## config.mk

```make
export PLATFORM = sky130hd
export DESIGN_NAME = comparador_find_max
export DESIGN_NICKNAME = d
export VERILOG_FILES = /design/src/rtl/find_max_pkg.sv /design/src/rtl/comparador_find_max_max_select.sv /design/src/rtl/comparador_find_max.sv
export SDC_FILE = /design/constraint.sdc
export NUM_CORES = 1
export LEC_CHECK = 0
export BUFFER_PORTS_ARGS = -buffer_cell sky130_fd_sc_hd__buf_2
export CORE_MARGIN = 4
export CORE_UTILIZATION = 45
export CTS_CLUSTER_DIAMETER = 100
export DETAILED_ROUTE_END_ITERATION = 6
export PLACE_DENSITY_LB_ADDON = 0.08
export SLEW_MARGIN = 20
export SYNTH_ARGS = -nofsm -noshare
export SYNTH_HDL_FRONTEND = slang
export SYNTH_SLANG_ARGS = --single-unit
export TNS_END_PERCENT = 5
```

## constraint.sdc

```tcl
create_clock -name clk -period 3.03 [get_ports clk]
set_clock_uncertainty 0.2 [all_clocks]
set_input_delay 0.303 -clock clk [delete_from_list [all_inputs] [get_ports clk]]
set_output_delay 0.303 -clock clk [all_outputs]
set_load 0.05 [all_outputs]
```

## src/rtl/find_max_pkg.sv

```systemverilog
// Shared definitions for the findMax datapath.
// Contents: default widths, data word typedef, counter saturation constant.
// No ports; imported by comparador_find_max and max_select.
package find_max_pkg;

    localparam int DATA_WIDTH = 16;
    localparam int CNT_WIDTH  = 16;

    typedef logic [DATA_WIDTH-1:0] data_t;

    // Largest value a default-width sample counter can hold before it sticks.
    localparam logic [CNT_WIDTH-1:0] CNT_SAT = {CNT_WIDTH{1'b1}};

endpackage

```

## src/rtl/comparador_find_max_max_select.sv

```systemverilog
// Purpose: unsigned compare-and-select between a new word and the running max.
// Latency: purely combinational, zero cycles.
// Backpressure: none; it is a pure function of its inputs.
// Ports: a (candidate word), b (current max), greater (a > b strictly),
//        value (the larger of the two; b wins ties).
module max_select
    import find_max_pkg::*;
#(
    parameter int DATA_WIDTH = find_max_pkg::DATA_WIDTH
) (
    input  logic [DATA_WIDTH-1:0] a,
    input  logic [DATA_WIDTH-1:0] b,
    output logic                  greater,
    output logic [DATA_WIDTH-1:0] value
);

    // Strict compare so an equal later sample never displaces the earlier one.
    always_comb begin
        greater = (a > b);
        value   = greater ? a : b;
    end

endmodule

```

## src/rtl/comparador_find_max.sv

```systemverilog
// Purpose: streaming unsigned maximum finder between the RAM read port and the FSM.
// Latency: douta sampled at edge N is visible on all outputs right after edge N.
// Backpressure: none; one sample per clock while startFromFSM is high.
// Ports: clk, reset (sync, active-high), startFromFSM (scan enable), douta (RAM word);
//        max (running maximum), maxIndex (first position of max), sampleCount
//        (samples in this run, saturating), newMax (pulse after max was loaded/raised).
module comparador_find_max
    import find_max_pkg::*;
#(
    parameter int DATA_WIDTH = find_max_pkg::DATA_WIDTH,
    parameter int CNT_WIDTH  = find_max_pkg::CNT_WIDTH
) (
    input  logic                  clk,
    input  logic                  reset,
    input  logic                  startFromFSM,
    input  logic [DATA_WIDTH-1:0] douta,
    output logic [DATA_WIDTH-1:0] max,
    output logic [CNT_WIDTH-1:0]  maxIndex,
    output logic [CNT_WIDTH-1:0]  sampleCount,
    output logic                  newMax
);

    localparam logic [CNT_WIDTH-1:0] CNT_MAX = {CNT_WIDTH{1'b1}};

    // Set after the first sample of a run; a low start cycle closes the run so
    // the next high cycle loads unconditionally instead of comparing.
    logic                  active;
    logic                  greater;
    logic [DATA_WIDTH-1:0] sel_value;

    max_select #(
        .DATA_WIDTH(DATA_WIDTH)
    ) u_max_select (
        .a       (douta),
        .b       (max),
        .greater (greater),
        .value   (sel_value)
    );

    always_ff @(posedge clk) begin
        if (reset) begin
            max         <= '0;
            maxIndex    <= '0;
            sampleCount <= '0;
            newMax      <= 1'b0;
            active      <= 1'b0;
        end else if (startFromFSM) begin
            if (!active) begin
                max         <= douta;
                maxIndex    <= '0;
                sampleCount <= CNT_WIDTH'(1);
                newMax      <= 1'b1;
                active      <= 1'b1;
            end else begin
                max    <= sel_value;
                newMax <= greater;
                // sampleCount equals this sample's 0-based position, and it
                // sticks at CNT_MAX, so maxIndex saturates along with it.
                if (greater) begin
                    maxIndex <= sampleCount;
                end
                if (sampleCount != CNT_MAX) begin
                    sampleCount <= sampleCount + CNT_WIDTH'(1);
                end
            end
        end else begin
            newMax <= 1'b0;
            active <= 1'b0;
        end
    end

endmodule

```

### Yosys cells after proc, flatten, opt, wreduce, memory -nomap -nowiden

Cells that the tools add are included.

* word-level logic and storage cells: 22
* input bits: 19
* flip-flop bits (word level): 50
* output and inout port bits: 49

* reduce and logical (&&, ||, !) cells: 3
* $add $sub $neg: 1
* magnitude comparators: 1
* bitwise gates (word level): 1
* muxes and demuxes: 8
* equal/unequal tests: 3

Operators by type and width (number)
* $mux 16: 6
* $add 16x1->16 const B: 1
* $gt 16x16->1: 1
* $ne 16x16->1 const B: 1
* $ne 2x1->1 const B: 2
* $reduce_and 2->1: 2
* $mux 1: 2
* $reduce_or 2->1: 1
* $not 1->1: 1

### Logic depth before layout (Yosys ltp)

Gate-level depths: netlist of the first run.

* word-level depth: 3
* gate-level depth with buffers: 9

### By module

From an unflattened synthesis of the first run, not the netlist that was laid out.

* cell total of the unflattened synthesis: 424
* area total of the unflattened synthesis: 3326.9 um2

Modules (own cells, without submodules)
* comparador_find_max: cells an instance 258, area each 2217.1 um2, instances 1, sequential area each 1001.0 um2
* max_select: cells an instance 166, area each 1109.8 um2, instances 1, sequential area each 0.0 um2

### Worst setup path after synthesis of the first run

OpenSTA, ideal clock, no wires.

* path kind: register -> register
* start point: reg max[15]
* end point: reg maxIndex[0]
* cell stages (with the launch flop): 9
* setup time: 0.121 ns
* clock period less this slack: 2.613 ns
* path buffers: 1
* arrival: 2.292 ns
* path slack: 0.417 ns
* path through: dfxtp_1 inv_1 ha_1 nand4_1 nor4_1 a21boi_0 o31a_1 buf_6 mux2_2

* cells in the longest elaborated chain, start to end: 3

Ends and longest elaborated chain
* start, declared: line comparador_find_max.sv:17 `output logic [DATA_WIDTH-1:0] max,`
* start signal, assigned: line comparador_find_max.sv:49 `max <= douta;`
* start signal, assigned: line comparador_find_max.sv:55 `max <= sel_value;`
* $gt 16x16->1: line comparador_find_max_max_select.sv:19 `greater = (a > b);`
* $ne 2x1->1 (no line)
* $reduce_and 2->1 (no line)
* end signal, assigned: line comparador_find_max.sv:60 `maxIndex <= sampleCount;`
* end, declared: line comparador_find_max.sv:18 `output logic [CNT_WIDTH-1:0] maxIndex,`

Every way passes these cells.
A chain may end at the register's enable or synchronous reset.

### Final worst setup path of the first run

* start point: reg max[15]
* end point: reg max[9]

* cells in the longest elaborated chain, start to end: 3

Ends and longest elaborated chain (line)
* $gt 16x16->1: comparador_find_max_max_select.sv:19
* $ne 2x1->1 (no line)
* $reduce_and 2->1 (no line)

Every way passes these cells.

==> results.ini, run 1 <==
[clocking]
clock_latency_ns = 0.30
cts_tree = built
cts_sinks = 50
cts_buffers = 5
cts_hold_buffers = 0
cts_max_level = 2
root_buffer = clkbuf_8
cts_buffer_depth = 2
post_cts_buffers = 0
cts.repair.resized = 0
clk_pin_slew_ns = 0.09

[sta]
fin_crit_ns = 2.55
setup_viol = 0
maxSlewViolCount = 0
whs_ns = 0.0728
slew-limit-headroom = 0.669
period_share = 0.841
worstMarginPinSlew_ns = 0.496
timing.fmax_ghz = 0.392
finalHoldViolCount = 0
tns_ns = 0
rsz0062_at_grt = no

[pwr]
p_leak_nw = 1.42
ir_worst_vdd_uv = 233
p_int_w = 0.00112
switchingPower_w = 0.000381
p_clk_frac = 0.380
combPwrFrac = 0.159
power_w = 0.00150
p_per_area_nw_per_um2 = 455
power_frac_seq = 0.460
netSwitchingFraction = 0.255

[final_layout]
multiInputGateArea_um2 = 1600
area_growth_pct = 17.9
design_area_um2 = 3290
n_fill_cell = 584
utilization = 0.553
antennaDiodeCount = 0
layout-drive-gt1-share = 0.244
regArea_um2 = 1000
layout.nets = 395

[synthesis]
ys_seq_area_frac = 0.358
synth-edff-count = 0
muxShareOfSynthArea = 0.122
syn_area_um2 = 2790
synth-xor-area-share = 0.0314
syn_inst = 295
ys.flop_type = dfxtp_1
ys_seq_elements = 50
synth_fa_ha_area_frac = 0.0762
synth-compound-area-share = 0.0896
synth-simple-area-share = 0.254
ys_warn_count = 0
synth_cell_types = 40
synth.avg_cell_area_um2 = 9.47
synth_top_family_by_area = simple AND/OR/NAND/NOR gates
synth_nets = 331
synth-async-reset-ratio = 0

[setup_path]
r2r_cells = 8
ff2ff_setup_slack_ns = 0.48
crit_path_start_kind = flip-flop
path_max_fanout = 14
r2r-end = max[9]$_SDFFE_PP0P_
endpoint_kind = flip-flop
critPathArrivalTime_ns = 2.58
path_class = reg -> reg
worst_ep_required_time_ns = 3.06
r2r-start = max[15]$_SDFFE_PP0P_

[routing]
postRouteAntennaNets = 0
wl_mm = 5.87
drc = 0
vias = 2229
drtPass1Iterations = 4
vias_per_cell = 5.12
wl_per_cell_um = 13.5
drtIter0Drc = 65

[grt]
gr-total-overflow = 0
grt_pass1_vias = 2112
grt_antenna_before_repair = 0
track_usage = 0.163
grt_pass1_wl_mm = 9.98
grt_max_degree = 38

[placed_design]
place_area_um2 = 3150
hpwl_mm = 4.48
port-buffer-count = 67
place_congestion = 0.785

[die]
core_um2 = 5960
io-pin-count = 68
start_util = 0.469
fp.dieH_um = 86.8
rows = 28
chipWidth_um = 86.8
dieArea_um2 = 7530

[worst_hold_path]
min_path_type = in -> reg
min_to = max[4]$_SDFFE_PP0P_
min_from = douta[4]
hold_depth = 3

[run_status]
status = finished clean

[run]
drv_cap = 0

critical path: stages (launching register included):
cell	delay, ns
dfxtp_1	0.36
inv_1	0.05
ha_1	0.29
nand4_1	0.17
nor4_1	0.38
a21boi_0	0.24
o31a_2	0.27
buf_4	0.30
mux2i_1	0.22
kinds of logic (layout without fill, tap and decap cells):
family / count (synthesis) / count (layout)
compound gates: 29 / 29
fa+ha+maj: 17 / 17
xor+xnor: 10 / 10
simple gates: 120 / 120
mux: 34 / 34
buf+inv: 35 / 100
flops: 50 / 50
registers in the layout, indices dropped and copies added (netlist names):
register / cells
max: 16
sampleCount: 16
maxIndex: 16
newMax: 1
active: 1
synthesized netlist by cell type, types with 6 or more instances:
cell | instances | area [um2]
nand2_1 | 8 | 30.0
dfxtp_1 | 50 | 1000
ha_1 | 17 | 213
nor2_1 | 17 | 63.8
nand2b_1 | 47 | 294
mux2i_1 | 33 | 330
a21oi_1 | 6 | 30.0
inv_1 | 19 | 71.3
nand3_1 | 7 | 35.0
nand3b_1 | 15 | 113
xnor2_1 | 8 | 70.1
clkbuf_1 | 11 | 41.3
how the worst max path moves through the flow:
stage,start,to,depth (start not counted)
after CTS,max[15]$_SDFFE_PP0P_,maxIndex[3]$_SDFFE_PP0P_,8
after global placement,douta[14],maxIndex[5]$_SDFFE_PP0P_,8
after global routing,max[15]$_SDFFE_PP0P_,maxIndex[1]$_SDFFE_PP0P_,8
after floorplan,max[15]$_SDFFE_PP0P_,maxIndex[0]$_SDFFE_PP0P_,8
after detailed placement,douta[15],maxIndex[3]$_SDFFE_PP0P_,8
final,max[15]$_SDFFE_PP0P_,max[9]$_SDFFE_PP0P_,8
cell usage in the layout, fill, tap and decap left out, types with 8 or more instances in the layout:
master    instances
nand2b_1         47
dfxtp_1          50
xnor2_1           8
inv_1            19
ha_1             17
mux2i_1          33
buf_2            67
nand3b_1         15
nand2_1           8
nor2_1           17
per-stage QoR:
step                      setup WS [ns]  cells
after global placement            0.589    427
after global routing              0.206    435
final                             0.482    435
after detailed placement          0.451    427
after CTS                         0.439    435
after floorplan                   0.417    295
power groups by stage:
stage	Sequential (W)	Combinational (W)	Clock (W)
2_1_floorplan	0.000765	0.000130	0
5_1_grt	0.000693	0.000262	0.000619
3_3_place_gp	0.000705	0.000241	0
3_5_place_dp	0.000705	0.000241	0
6_report	0.000689	0.000238	0.000569
4_1_cts	0.000690	0.000242	0.000589
layout make-up:
cell class                      instances  area share
Clock inverter                          2      0.0182
Inverter                               19      0.0217
Timing Repair Buffer                   73       0.116
Multi-Input combinational cell        210       0.487
Sequential cell                        50       0.304
Tap cell                               75      0.0285
Clock buffer                            6      0.0251
per-layer routing:
| layer | vias up | GRT usage | routed length, um |
|---|---|---|---|
| li1 | 1148 | - | - |
| met1 | 1034 | 0.217 | 2770 |
| met2 | 42 | 0.271 | 2770 |
| met3 | 5 | 0.0342 | 275 |
| met4 | 0 | 0.0382 | 46 |
| met5 | - | 0 | 0 |
Power figures use the tool's default switching activity.
==> inputs of run 2 (changes only) <==
==> constraint.sdc (replaced) <==
create_clock -name clk -period 2.1 [get_ports clk]
set_clock_uncertainty 0.2 [all_clocks]
set_input_delay 0.21 -clock clk [delete_from_list [all_inputs] [get_ports clk]]
set_output_delay 0.21 -clock clk [all_outputs]
set_load 0.05 [all_outputs]
==> results.ini, run 2 (synthesis results as in run 1) <==
[run_status]
status = finished, violations left
violations = negative setup slack

[final_layout]
area_growth_pct = 32.6
antennaDiodeCount = 0  ; unchanged
layout-drive-gt1-share = 0.353  ; +0.109
mostFrequentLayoutCell = buf_2
layout_common_cells = 67 x buf_2, 47 x nand2b_1, 35 x dfxtp_1
design_area_um2 = 3700  ; +12%
reg_top3 = maxIndex: 16 flops, max: 16 flops, sampleCount: 16 flops
layout.nets = 434  ; +9.9%

[clocking]
cts_sinks = 50  ; unchanged
cts_buffers = 5  ; unchanged
root_buffer = clkbuf_8
cts_buffer_depth = 2  ; unchanged
cts_max_level = 2  ; unchanged
cts_tree = built
post_cts_buffers = 0  ; unchanged
clk_pin_slew_ns = 0.10  ; about the same
clock_latency_ns = 0.31  ; about the same

[worst_hold_path]
min_to = max[6]$_SDFFE_PP0P_
min_path_type = in -> reg
hold_depth = 4  ; +1
min_from = douta[6]

[setup_path]
path_max_fanout = 14  ; unchanged
endpoint_kind = flip-flop
ff2ff_setup_slack_ns = -0.12  ; -0.60 ns
path_delay_family = compound AO/OA/AOI/OAI gates
max_stage_delay_ns = 0.40  ; +0.02 ns
cp_slowest_cell = o31a_4
worst_ep_required_time_ns = 2.09  ; -0.97 ns
critPathArrivalTime_ns = 2.21  ; -0.37 ns
r2r_cells = 8  ; unchanged
r2r-end = max[12]$_SDFFE_PP0P_
path_class = reg -> reg
cp_num_buf_inv = 2  ; unchanged
crit_chain = inv_2 > ha_4 > a21o_1 > a21o_1 > a211o_1 > o31a_4 > buf_12 > mux2i_1
crit_path_start_kind = flip-flop
worst_path_most_repeated_cell = a21o_1
r2r-start = max[13]$_SDFFE_PP0P_

[die]
io-pin-count = 68  ; unchanged
rows = 28  ; unchanged
start_util = 0.469  ; unchanged
fp.dieH_um = 86.8  ; unchanged
chipWidth_um = 86.8  ; unchanged
dieArea_um2 = 7530  ; unchanged
core_um2 = 5960  ; unchanged

[pwr]
p_per_area_nw_per_um2 = 537  ; +18%
p_leak_nw = 1.60  ; +13%
power_w = 0.00199  ; +33%
ir_worst_vdd_uv = 446  ; +91%

[grt]
grt_antenna_before_repair = 0  ; unchanged
grt_pass1_vias = 2376  ; +13%
gr-total-overflow = 0  ; unchanged
grt_pass1_wl_mm = 10.9  ; +9.4%
grt_max_degree = 39  ; +2.6%
track_usage = 0.181  ; +0.0176

[sta]
setup_viol = 33  ; +33
finalHoldViolCount = 0  ; unchanged
worstMarginPinSlew_ns = 0.423  ; -0.0729 ns
rsz0062_at_grt = yes
timing.fmax_ghz = 0.451  ; +15%
slew-limit-headroom = 0.718  ; +0.0493
tns_ns = -3.27  ; -3.27 ns
period_share = 1.06  ; +0.216
maxSlewViolCount = 0  ; unchanged
fin_crit_ns = 2.22  ; -0.329 ns
worst_slack_ns = -0.119  ; -0.601 ns

[routing]
postRouteAntennaNets = 0  ; unchanged
drc = 0  ; unchanged
vias_per_cell = 5.12  ; about the same
wl_per_cell_um = 13.7  ; +1.2%
vias = 2429  ; +9.0%
wl_mm = 6.47  ; +10%
drtIter0Drc = 93  ; +43%
drtPass1Iterations = 4  ; unchanged

[placed_design]
place_congestion = 0.856  ; +9.0%
place_area_um2 = 3450  ; +9.5%
hpwl_mm = 4.86  ; +8.6%
port-buffer-count = 67  ; unchanged

[run]
drv_cap = 0  ; unchanged

## run 2: worst reg2reg max path, delay by kind of cell (launching register included)
family,cells,cell delay (ns)
multiplexers,1,0.12
flip-flops,1,0.36
AO/OA/AOI/OAI,4,1.00
buffers and inverters,2,0.21
adder cells (fa/ha/maj),1,0.23
## run 2: layout make-up
class	count	area, um2
Inverter	19	71.3
Fill cell	553	2250
Multi-Input combinational cell	210	1690
Sequential cell	50	1040
Timing Repair Buffer	112	723
Clock inverter	1	6.26
Tap cell	75	93.8
Clock buffer	7	76.3
## run 2: report_power, final
part	leakage, nW	internal, W	total (W)	switching, W
sequential	0.415	0.000972	0.000990	0.0000174
clock	0.0428	0.000238	0.000566	0.000329
combinational	1.14	0.000188	0.000433	0.000246
## run 2: routing by layer
metal	global-route usage	up-vias	wire [um]	part of all wire
met1	0.228	1140	2990	0.46
met2	0.305	50	3100	0.48
li1	-	1228	-	-
met5	0	-	0	0
met3	0.0342	11	270	0.042
met4	0.0680	0	115	0.018
## run 2: worst max path at each step
stage,depth (start not counted),endpoint,start,slack [ns]
final,8,max[12]$_SDFFE_PP0P_,max[13]$_SDFFE_PP0P_,-0.12
after global routing,8,max[12]$_SDFFE_PP0P_,max[15]$_SDFFE_PP0P_,-0.26
after CTS,8,max[12]$_SDFFE_PP0P_,max[13]$_SDFFE_PP0P_,-0.12
after detailed placement,7,max[5]$_SDFFE_PP0P_,max[15]$_SDFFE_PP0P_,-0.13
after global placement,8,max[5]$_SDFFE_PP0P_,max[6]$_SDFFE_PP0P_,-0.10
after floorplan,8,maxIndex[0]$_SDFFE_PP0P_,max[6]$_SDFFE_PP0P_,-0.16
## run 2: timing repair
item / 4_1_cts / 5_1_grt
setup endpoints to repair: 33 / 33
hold buffers: 12 / 0
gates resized for setup: 7 / 3
pin swaps: 4 / 1
hold endpoints to repair: 12 / 0
## run 2: through the flow
stage               cells  hold slack [ns]  setup WS [ns]   util
floorplan             295            0.155         -0.158      -
global placement      454            0.258         -0.104  0.579
detailed placement    454            0.265         -0.128  0.579
CTS                   474           0.0796         -0.120  0.620
global route          474           0.0970         -0.258  0.622
finish                474           0.0900         -0.119  0.622
==> inputs of run 3 (changes only) <==
--- a/config.mk
+++ b/config.mk
@@ -10,6 +10,7 @@
 export CORE_UTILIZATION = 45
 export CTS_CLUSTER_DIAMETER = 100
 export DETAILED_ROUTE_END_ITERATION = 6
+export GPL_TIMING_DRIVEN = 0
 export PLACE_DENSITY_LB_ADDON = 0.08
 export SLEW_MARGIN = 20
 export SYNTH_ARGS = -nofsm -noshare
==> results.ini, run 3 (synthesis results as in run 1) <==
[sta]
maxSlewViolCount = 0  ; unchanged
worstMarginPinSlew_ns = 0.531  ; +0.108 ns
worst_slack_ns = -0.172  ; -0.0523 ns
fin_crit_ns = 2.27  ; +0.0523 ns
finalHoldViolCount = 1  ; +1
timing.fmax_ghz = 0.440  ; -2.3%
rsz0062_at_grt = yes
period_share = 1.08  ; +0.0249
setup_viol = 33  ; unchanged
whs_ns = -0.00264  ; -0.0926 ns
slew-limit-headroom = 0.645  ; -0.0724

[grt]
grt_pass1_vias = 2381  ; +0.21%
grt_pass1_wl_mm = 11.5  ; +5.6%
gr-total-overflow = 0  ; unchanged
track_usage = 0.193  ; +0.0120
grt_antenna_before_repair = 0  ; unchanged
grt_max_degree = 15  ; -62%

[setup_path]
max_stage_delay_ns = 0.37  ; -0.03 ns
ff2ff_setup_slack_ns = -0.17  ; -0.05 ns
r2r_cells = 9  ; +1
endpoint_kind = flip-flop
cp_slowest_cell = dfxtp_4
crit_chain = inv_2 > ha_4 > nand4_1 > buf_6 > o21ai_1 > a211o_1 > o31a_1 > buf_6 > mux2_4
critPathArrivalTime_ns = 2.26  ; +0.05 ns
crit_path_start_kind = flip-flop
path_max_fanout = 7  ; -7
path_class = reg -> reg
r2r-end = maxIndex[0]$_SDFFE_PP0P_
r2r-start = max[13]$_SDFFE_PP0P_
worst_path_most_repeated_cell = buf_6
worst_ep_required_time_ns = 2.09  ; about the same

[routing]
wl_per_cell_um = 14.8  ; +8.7%
drc = 0  ; unchanged
wl_mm = 6.89  ; +6.4%
vias_per_cell = 5.13  ; +0.18%
drtIter0Drc = 100  ; +7.5%
vias = 2382  ; -1.9%
drtPass1Iterations = 4  ; unchanged
postRouteAntennaNets = 0  ; unchanged

[die]
fp.dieH_um = 86.8  ; unchanged
dieArea_um2 = 7530  ; unchanged
io-pin-count = 68  ; unchanged
rows = 28  ; unchanged
chipWidth_um = 86.8  ; unchanged
core_um2 = 5960  ; unchanged
start_util = 0.469  ; unchanged

[worst_hold_path]
min_path_type = in -> reg
min_to = max[8]$_SDFFE_PP0P_
min_from = douta[8]
hold_depth = 3  ; -1

[clocking]
cts_buffers = 5  ; unchanged
cts_tree = built
cts_max_level = 2  ; unchanged
cts_sinks = 50  ; unchanged
cts_buffer_depth = 2  ; unchanged
clock_latency_ns = 0.30  ; about the same
clk_pin_slew_ns = 0.10  ; about the same
root_buffer = clkbuf_8

[pwr]
ir_worst_vdd_uv = 418  ; -6.4%
p_per_area_nw_per_um2 = 538  ; +0.15%
p_leak_nw = 1.54  ; -3.7%

[final_layout]
antennaDiodeCount = 0  ; unchanged
multiInputGateArea_um2 = 1800  ; +6.6%
regArea_um2 = 1040  ; unchanged
mostFrequentLayoutCell = buf_2
layout.nets = 424  ; -2.3%
layout-drive-gt1-share = 0.337  ; -0.0166
area_growth_pct = 34.2
layout_common_cells = 67 x buf_2, 47 x nand2b_1, 35 x dfxtp_1
reg_top3 = maxIndex: 16 flops, max: 16 flops, sampleCount: 16 flops
final_cells = 464  ; -2.1%
n_fill_cell = 522  ; -5.6%
utilization = 0.629  ; +0.00777

[run_status]
violations = negative hold slack, negative setup slack
status = finished, violations left

[placed_design]
post-place-cells = 436  ; -4.0%
hpwl_mm = 4.84  ; -0.52%
place_congestion = 0.853  ; -0.36%
port-buffer-count = 66  ; -1.5%

[run]
drv_cap = 0  ; unchanged

## run 3: changes by cell type in the layout (fill, tap and decap cells not counted), moves of 3 or more
cell      delta
buf_4       -26
clkbuf_1    +10
ha_1         -6
ha_4         +6
inv_1        -4
inv_2        +3
## run 3: where the power goes
group / internal (W) / switching (W)
combinational: 0.000200 / 0.000265
sequential: 0.000973 / 0.0000238
clock: 0.000230 / 0.000326
## run 3: how the worst max path moves through the flow
| stage | start | to | slack [ns] |
|---|---|---|---|
| floorplan | max[6]$_SDFFE_PP0P_ | maxIndex[0]$_SDFFE_PP0P_ | -0.16 |
| detailed placement | max[6]$_SDFFE_PP0P_ | maxIndex[0]$_SDFFE_PP0P_ | -0.22 |
| global route | max[7]$_SDFFE_PP0P_ | maxIndex[2]$_SDFFE_PP0P_ | -0.23 |
| global placement | max[15]$_SDFFE_PP0P_ | maxIndex[0]$_SDFFE_PP0P_ | -0.20 |
| CTS | max[13]$_SDFFE_PP0P_ | maxIndex[0]$_SDFFE_PP0P_ | -0.15 |
| finish | max[13]$_SDFFE_PP0P_ | maxIndex[0]$_SDFFE_PP0P_ | -0.17 |
## run 3: through the flow
| step | instance area (um2) | hold WS (ns) | setup TNS (ns) | setup WS (ns) | power [W] |
|---|---|---|---|---|---|
| floorplan | 2880 | 0.155 | -4.70 | -0.158 | 0.00130 |
| global placement | 3300 | 0.260 | -4.77 | -0.202 | 0.00139 |
| detailed placement | 3300 | 0.261 | -4.99 | -0.215 | 0.00139 |
| CTS | 3740 | 0.000311 | -3.36 | -0.147 | 0.00203 |
| global route | 3750 | 0.00370 | -6.82 | -0.225 | 0.00213 |
| finish | 3750 | -0.00264 | -4.08 | -0.172 | 0.00202 |
## run 3: what timing repair did
item                       4_1_cts  5_1_grt
hold buffers                    14        0
setup endpoints to repair       32       41
pin swaps                       10        1
resized for setup               24        4
buffers inserted                 5        0
hold endpoints to repair        14        0
cloned                           1        0
## run 3: area by class of cell
cell class / count / share of cell area
inverter: 19 / 0.0197
clock inverter: 2 / 0.00234
tap: 75 / 0.0250
buffer: 16 / 0.0314
multi-input combinational: 210 / 0.480
timing repair buffer: 86 / 0.144
clock buffer: 6 / 0.0194
sequential: 50 / 0.279
## run 3: metal layers
layer  up-vias  GRT usage  part of all wire
met5         -          0                 0
met4         0     0.0467            0.0086
met3         7     0.0247             0.043
met2        54      0.334              0.49
met1      1110      0.253              0.45
li1       1211          -                 -
## run 3: critical path, delay by kind of cell, from the launching register on
family	cells	cell delay, ns
buffers and inverters	3	0.34
DFF	1	0.37
AOI/OAI and AO/OA	3	0.62
muxes	1	0.30
adders and majority gates	1	0.23
and+or+nand+nor	1	0.10
